===== config.mk =====
export PLATFORM = sky130hd
export DESIGN_NAME = multi_issue_queue
export DESIGN_NICKNAME = d
export VERILOG_FILES = /design/src/rtl/multi_issue_queue.sv
export SDC_FILE = /design/constraint.sdc
export NUM_CORES = 2
export LEC_CHECK = 0
export CAP_MARGIN = 20
export CELL_PAD_IN_SITES_DETAIL_PLACEMENT = 1
export CELL_PAD_IN_SITES_GLOBAL_PLACEMENT = 1
export CORE_MARGIN = 8
export CORE_UTILIZATION = 40
export DETAILED_ROUTE_END_ITERATION = 8
export GPL_TIMING_DRIVEN = 0
export PLACE_DENSITY = 0.68
export SLEW_MARGIN = 20
export SYNTH_ARGS = -nofsm -noshare
export SYNTH_HDL_FRONTEND = slang
export SYNTH_SLANG_ARGS = --single-unit
export TNS_END_PERCENT = 50

===== constraint.sdc =====
create_clock -name clk -period 12.2 [get_ports clk]
set_input_delay 2.44 -clock clk [delete_from_list [all_inputs] [get_ports clk]]
set_output_delay 2.44 -clock clk [all_outputs]
set_load 0.05 [all_outputs]

===== src/rtl/multi_issue_queue.sv =====
// Parametrised N-in/M-out circular issue queue between rename and issue.
// All-or-nothing group push, min(pop,size) pop with overrun pulse, flush.

module miq_out_lane #(
  parameter int DATA_W = 64,
  parameter int DEPTH  = 16,
  parameter int LANE   = 0,
  parameter int AW     = $clog2(DEPTH),
  parameter int CNT_W  = $clog2(DEPTH+1)
) (
  input  logic [DEPTH-1:0][DATA_W-1:0] mem,
  input  logic [AW-1:0]                head,
  input  logic [CNT_W-1:0]             size,
  output logic [DATA_W-1:0]            data,
  output logic                         vld
);
  logic [AW-1:0] idx;

  assign idx  = head + AW'(LANE);
  assign vld  = size > CNT_W'(LANE);
  // Empty lanes read as zero so stale storage never leaks to issue.
  assign data = vld ? mem[idx] : '0;
endmodule

module multi_issue_queue #(
  parameter int DATA_W = 64,
  parameter int DEPTH  = 16,
  parameter int IN_W   = 2,
  parameter int OUT_W  = 2,
  parameter int CNT_W  = $clog2(DEPTH+1)
) (
  input  logic                       clk,
  input  logic                       rst,
  input  logic                       flush,
  input  logic [$clog2(IN_W+1)-1:0]  push_num,
  input  logic [IN_W*DATA_W-1:0]     push_data,
  output logic                       push_accept,
  input  logic [$clog2(OUT_W+1)-1:0] pop_num,
  output logic [OUT_W*DATA_W-1:0]    out_data,
  output logic [OUT_W-1:0]           out_valid,
  output logic [CNT_W-1:0]           size,
  output logic [CNT_W-1:0]           size_left,
  output logic                       almost_full,
  output logic                       pop_overrun
);
  localparam int AW = $clog2(DEPTH);
  localparam int PW = $clog2(IN_W+1);

  logic [DEPTH-1:0][DATA_W-1:0] mem;
  logic [IN_W-1:0][DATA_W-1:0]  push_lanes;
  logic [OUT_W-1:0][DATA_W-1:0] out_lanes;

  logic [AW-1:0]    head_q, tail_q;
  logic [CNT_W-1:0] size_q, size_left_q;
  logic             overrun_q;

  logic [CNT_W-1:0] push_cnt, pop_ext, eff_pop, size_nxt;
  logic             pop_over, push_en;

  assign push_lanes = push_data;

  // Accept uses only registered space; same-cycle pops free nothing yet.
  assign push_accept = CNT_W'(push_num) <= size_left_q;
  assign push_en     = push_accept && !flush;

  always_comb begin
    push_cnt = push_en ? CNT_W'(push_num) : '0;
    pop_ext  = CNT_W'(pop_num);
    pop_over = pop_ext > size_q;
    eff_pop  = pop_over ? size_q : pop_ext;
    size_nxt = size_q + push_cnt - eff_pop;
  end

  always_ff @(posedge clk or negedge rst) begin
    if (!rst) begin
      head_q      <= '0;
      tail_q      <= '0;
      size_q      <= '0;
      size_left_q <= CNT_W'(DEPTH);
      overrun_q   <= 1'b0;
    end else if (flush) begin
      head_q      <= '0;
      tail_q      <= '0;
      size_q      <= '0;
      size_left_q <= CNT_W'(DEPTH);
      overrun_q   <= 1'b0;
    end else begin
      tail_q      <= tail_q + AW'(push_cnt);
      head_q      <= head_q + AW'(eff_pop);
      size_q      <= size_nxt;
      size_left_q <= CNT_W'(DEPTH) - size_nxt;
      overrun_q   <= pop_over;
    end
  end

  // Storage is deliberately unreset; occupancy alone defines validity.
  always_ff @(posedge clk) begin
    for (int i = 0; i < IN_W; i++)
      if (push_en && (PW'(i) < push_num))
        mem[tail_q + AW'(i)] <= push_lanes[i];
  end

  for (genvar g = 0; g < OUT_W; g++) begin : g_lane
    miq_out_lane #(
      .DATA_W (DATA_W),
      .DEPTH  (DEPTH),
      .LANE   (g),
      .AW     (AW),
      .CNT_W  (CNT_W)
    ) u_lane (
      .mem  (mem),
      .head (head_q),
      .size (size_q),
      .data (out_lanes[g]),
      .vld  (out_valid[g])
    );
  end

  assign out_data    = out_lanes;
  assign size        = size_q;
  assign size_left   = size_left_q;
  assign almost_full = size_left_q < CNT_W'(IN_W);
  assign pop_overrun = overrun_q;
endmodule


==> results.txt <==
The worst setup path is launched from a register. Top-level port count: 278. Once the clock tree was built, the setup fixing pass inserted 0 buffers.

Among the stages of the critical path, the cell type that occurs most often is sky130_fd_sc_hd__buf_2. The checks that failed: design-rule violations. In this run the mean area of a mapped cell was 9.570 µm².

The count of nets left with antenna violations after detail routing was 0; the fraction of final layout cells sized beyond drive strength 1 was 17.75%. At the later pin of the worst-skew pair, clock insertion delay measures 0.80 ns. The tools report the number of antenna violations at the first check in global routing as 31. Total number of nets in the final design: 6637. Relative to the synthesized area, the layout overhead comes to 15.78%. The tree is rooted in a sky130_fd_sc_hd__clkbuf_16. The number of buffer cells added on primary ports works out to 233.

Flip-flop cell with the highest count after synthesis: sky130_fd_sc_hd__dfxtp_1. The largest incremental delay on the critical path is 1.04 ns, and the fmax is 0.1158 GHz. The final routed wirelength across all metal layers came out at 375000 µm.

The detailed router placed 65600 vias in this run. In this run the register-to-register setup slack is 7.74 ns. Once routing completed, OpenROAD measured the worst setup slack at 3.568 ns.

The run gives 140 as the placement row count. The run gives 45.17% as the combined global-route utilization of all metal layers. In this run, synthesis produced a sequential element count of 1042.

The die covers 158700 µm². The largest fanout on the critical path was 12. The final number of setup-violating endpoints was 0; the initial core utilization was 40.23%. The tools report the total clock sinks as 1042. In this run the tightest slew margin relative to its limit is 8.354%. For the post-route setup TNS, the log shows 0 ns. At the pin with the least slew margin, the transition time is 1.375 ns.

The logs give 3 for the deepest clock path buffer count and 0 for the total count of max-transition violations in the final report. The via count of the first global-routing pass was 63730; the chip height was 398.4 µm. The first routing iteration left 11520 violations. The total power per unit cell area works out to 319.9 nW/µm². The first global-routing pass estimated 505700 µm of wire. Clock-pin slew was measured on the worst setup and hold paths at 0.06 ns.

The run finished, with violations left. For this design the static power due to leakage is 24.48 nW. The time the worst path needs with I/O delays and setup was 8.632 ns. The post-placement worst setup slack was 4.470 ns.

The final-report hold violation count came out at 0. The slowest stage of the critical path belongs to the cell sky130_fd_sc_hd__o22ai_2. The final critical path takes up 70.76% of the cycle.

The Yosys step of the flow raised 0 warnings. The clock arrives with 0.03158 ns of skew. STA puts the critical path data arrival time at 6.19 ns. The cell count after synthesis came out at 6112. At the worst endpoint, the required time is 9.76 ns.

The cell area that synthesis handed to floorplanning was 58490 µm². The x dimension of the die came out at 398.4 µm. The tools report the aggregate global routing overflow as 0.

The number of clock buffers added by TritonCTS is 121. The post-detailed-placement half-perimeter wirelength was 253700 µm; the proportion of synthesized flip-flops having asynchronous set or reset was 1.727%. The signal on the critical path passes through buf_2, buf_6, buf_2, nand3_1, o22ai_2, buf_2, a22oi_1, a21oi_1, clkdlybuf4s50_1.

The critical path is of the reg2out type. In this run the number of H-tree levels came out at 3. For the DRC violation count after routing, the log shows 1. STA classifies the critical path endpoint as a primary output.

Entering global routing, the biggest net connects 19 pins. Synthesis instantiated 50 different standard cells from the library. The number of nets in the synthesized netlist is 6267. The run gives 0 as the count of hold-fix buffers inserted at cts.

Worst hold-check path type: reg2reg. Max-cap violations in this run came to 0. TritonCTS built the clock tree. Largest voltage drop on the vdd net: 261.6 µV. The synthesized design contains 0 enable-type register cells. Post-CTS repair changed the size of 0 cells. The core region is 145400 µm². For this run, the detailed router's first-pass iteration total came to 9. Setup repair after global routing left no endpoint under its margin. The sequential area share after synthesis was 35.82%. The global placer's final weighted congestion came out at 1.029. The detail-routed net length per standard cell was 43.92 µm. Dividing the detail-routed via count by the number of cells gives 7.683.
final timing paths:
kind / cells after the start / endpoint / startpoint
worst max register to register: 19 / size_left[4]$_DFF_PN1_ / size_left[1]$_DFF_PN0_
worst max-delay path: 9 / out_data[86] / head_q[1]$_DFF_PN0_
worst min-delay path: 2 / mem[730]$_DFF_P_ / mem[730]$_DFF_P_
min in group asynchronous: 1 / head_q[1]$_DFF_PN0_ / rst
worst min register to register: 2 / mem[730]$_DFF_P_ / mem[730]$_DFF_P_
max in group asynchronous: 1 / head_q[3]$_DFF_PN0_ / rst
layer usage:
metal / up-vias / GRT usage (%) / wire, µm / part of all wire (%)
li1: 24180 / - / - / -
met1: 32720 / 53.75 / 129700 / 35
met2: 6660 / 63.12 / 150400 / 40
met3: 2030 / 19.97 / 57060 / 15
met4: 14 / 35.56 / 37700 / 10
met5: - / 0.3692 / 164 / 0.044
report_power, final:
part | switching (mW) | internal (mW)
Combinational | 7.58 | 4.76
Sequential | 0.935 | 4.46
Clock | 1.68 | 2.25
Total | 10.2 | 11.5
critical path: cells and delay by family, from the launching register on:
kind / cells / cell delay (ns)
AO/OA/AOI/OAI: 3 / 1.74
AND/OR/NAND/NOR: 1 / 0.26
buffers and inverters: 5 / 2.85
flip-flops: 1 / 0.49
placed cells by master (no fill, tap or decap), types with 7 or more instances in the layout:
cell | Yosys | layout
sky130_fd_sc_hd__mux4_2 | 576 | 576
sky130_fd_sc_hd__clkdlybuf4s50_1 | 0 | 233
sky130_fd_sc_hd__buf_1 | 71 | 65
sky130_fd_sc_hd__a22oi_1 | 320 | 320
sky130_fd_sc_hd__clkinv_2 | 0 | 24
sky130_fd_sc_hd__nand3_1 | 23 | 21
sky130_fd_sc_hd__nor3_1 | 7 | 7
sky130_fd_sc_hd__bufinv_16 | 0 | 9
sky130_fd_sc_hd__buf_6 | 7 | 13
sky130_fd_sc_hd__clkbuf_1 | 382 | 381
sky130_fd_sc_hd__nand2_1 | 9 | 9
sky130_fd_sc_hd__nor2b_1 | 78 | 78
sky130_fd_sc_hd__clkbuf_2 | 0 | 35
sky130_fd_sc_hd__nand3_2 | 6 | 8
sky130_fd_sc_hd__a221oi_1 | 832 | 832
sky130_fd_sc_hd__buf_2 | 276 | 278
sky130_fd_sc_hd__clkbuf_16 | 0 | 123
sky130_fd_sc_hd__dfrtp_1 | 17 | 17
sky130_fd_sc_hd__diode_2 | 0 | 35
sky130_fd_sc_hd__clkbuf_8 | 0 | 36
sky130_fd_sc_hd__ha_1 | 16 | 16
sky130_fd_sc_hd__buf_4 | 24 | 24
sky130_fd_sc_hd__a21oi_1 | 538 | 538
sky130_fd_sc_hd__dfxtp_1 | 1024 | 1024
sky130_fd_sc_hd__inv_1 | 41 | 41
sky130_fd_sc_hd__nor2_1 | 1656 | 1656
sky130_fd_sc_hd__nand2b_1 | 135 | 135
sky130_fd_sc_hd__nor3_2 | 12 | 12
registers in the layout, indices dropped and copies added (netlist names):
| signal | flops |
|---|---|
| size | 4 |
| mem | 1024 |
| size_left | 5 |
| pop_overrun | 1 |
| head_q | 4 |
| tail_q | 4 |
stage by stage:
stage               cell area (µm²)  power [mW]  hold WS, ns  std cells  utilization (%)
global placement              63220       17.00       0.5167       8262            43.48
finish                        67720       21.67       0.5465       8538            46.58
detailed placement            63440       17.25       0.5364       8273            43.63
global route                  67640       21.94       0.5803       8506            46.52
floorplan                     58490       12.71       0.5010       6112                -
CTS                           67550       21.12       0.5527       8500            46.46
area by class of cell:
cell class | count | area (µm²)
flip-flops and latches | 1042 | 20950
multi-input cells | 4268 | 34070
clock buffers | 189 | 3686
inverters | 42 | 157.7
clock inverters | 38 | 431.7
fillers | 16450 | 77670
well taps | 1917 | 2399
repair buffers | 247 | 2545
diodes | 35 | 87.58
plain buffers | 760 | 3387
Yosys cell counts (all sizes together), types with 2 or more instances:
cell type / n / area, µm²
fa: 4 / 80.08
o21ai: 2 / 10.01
nor3: 25 / 252.7
a21o: 2 / 15.01
dfrtp: 17 / 425.4
nand2: 9 / 33.78
or2: 4 / 25.03
dfxtp: 1024 / 20500
inv: 42 / 157.7
mux4: 576 / 12970
ha: 16 / 200.2
o21bai: 2 / 15.01
and2: 2 / 12.51
a221oi: 832 / 7287
nand2b: 135 / 844.6
or3: 3 / 18.77
o22ai: 4 / 50.05
a22oi: 320 / 2402
and3: 3 / 18.77
buf: 378 / 1907
nor2: 1658 / 6233
a21oi: 538 / 2693
xnor2: 6 / 52.55
nand3: 29 / 175.2
nor2b: 78 / 488.0
clkbuf: 382 / 1434
xor2: 4 / 35.03
nor4: 3 / 25.02
nand4: 6 / 43.79
cells by family (layout without fill, tap and decap cells):
kind of cell               after synthesis  count (layout)  share of synthesized area, %
AOI/OAI and AO/OA                     1704            1704                         21.38
and+or+nand+nor                       1956            1956                         13.98
adders and majority gates               20              20                        0.4792
buffers and inverters                  802            1276                         5.981
other                                    1              36                      0.006411
muxes                                  577             577                         22.20
xor gates and xnor gates                10              10                        0.1497
DFF                                   1042            1042                         35.82
(Power assumes the default switching activity.)
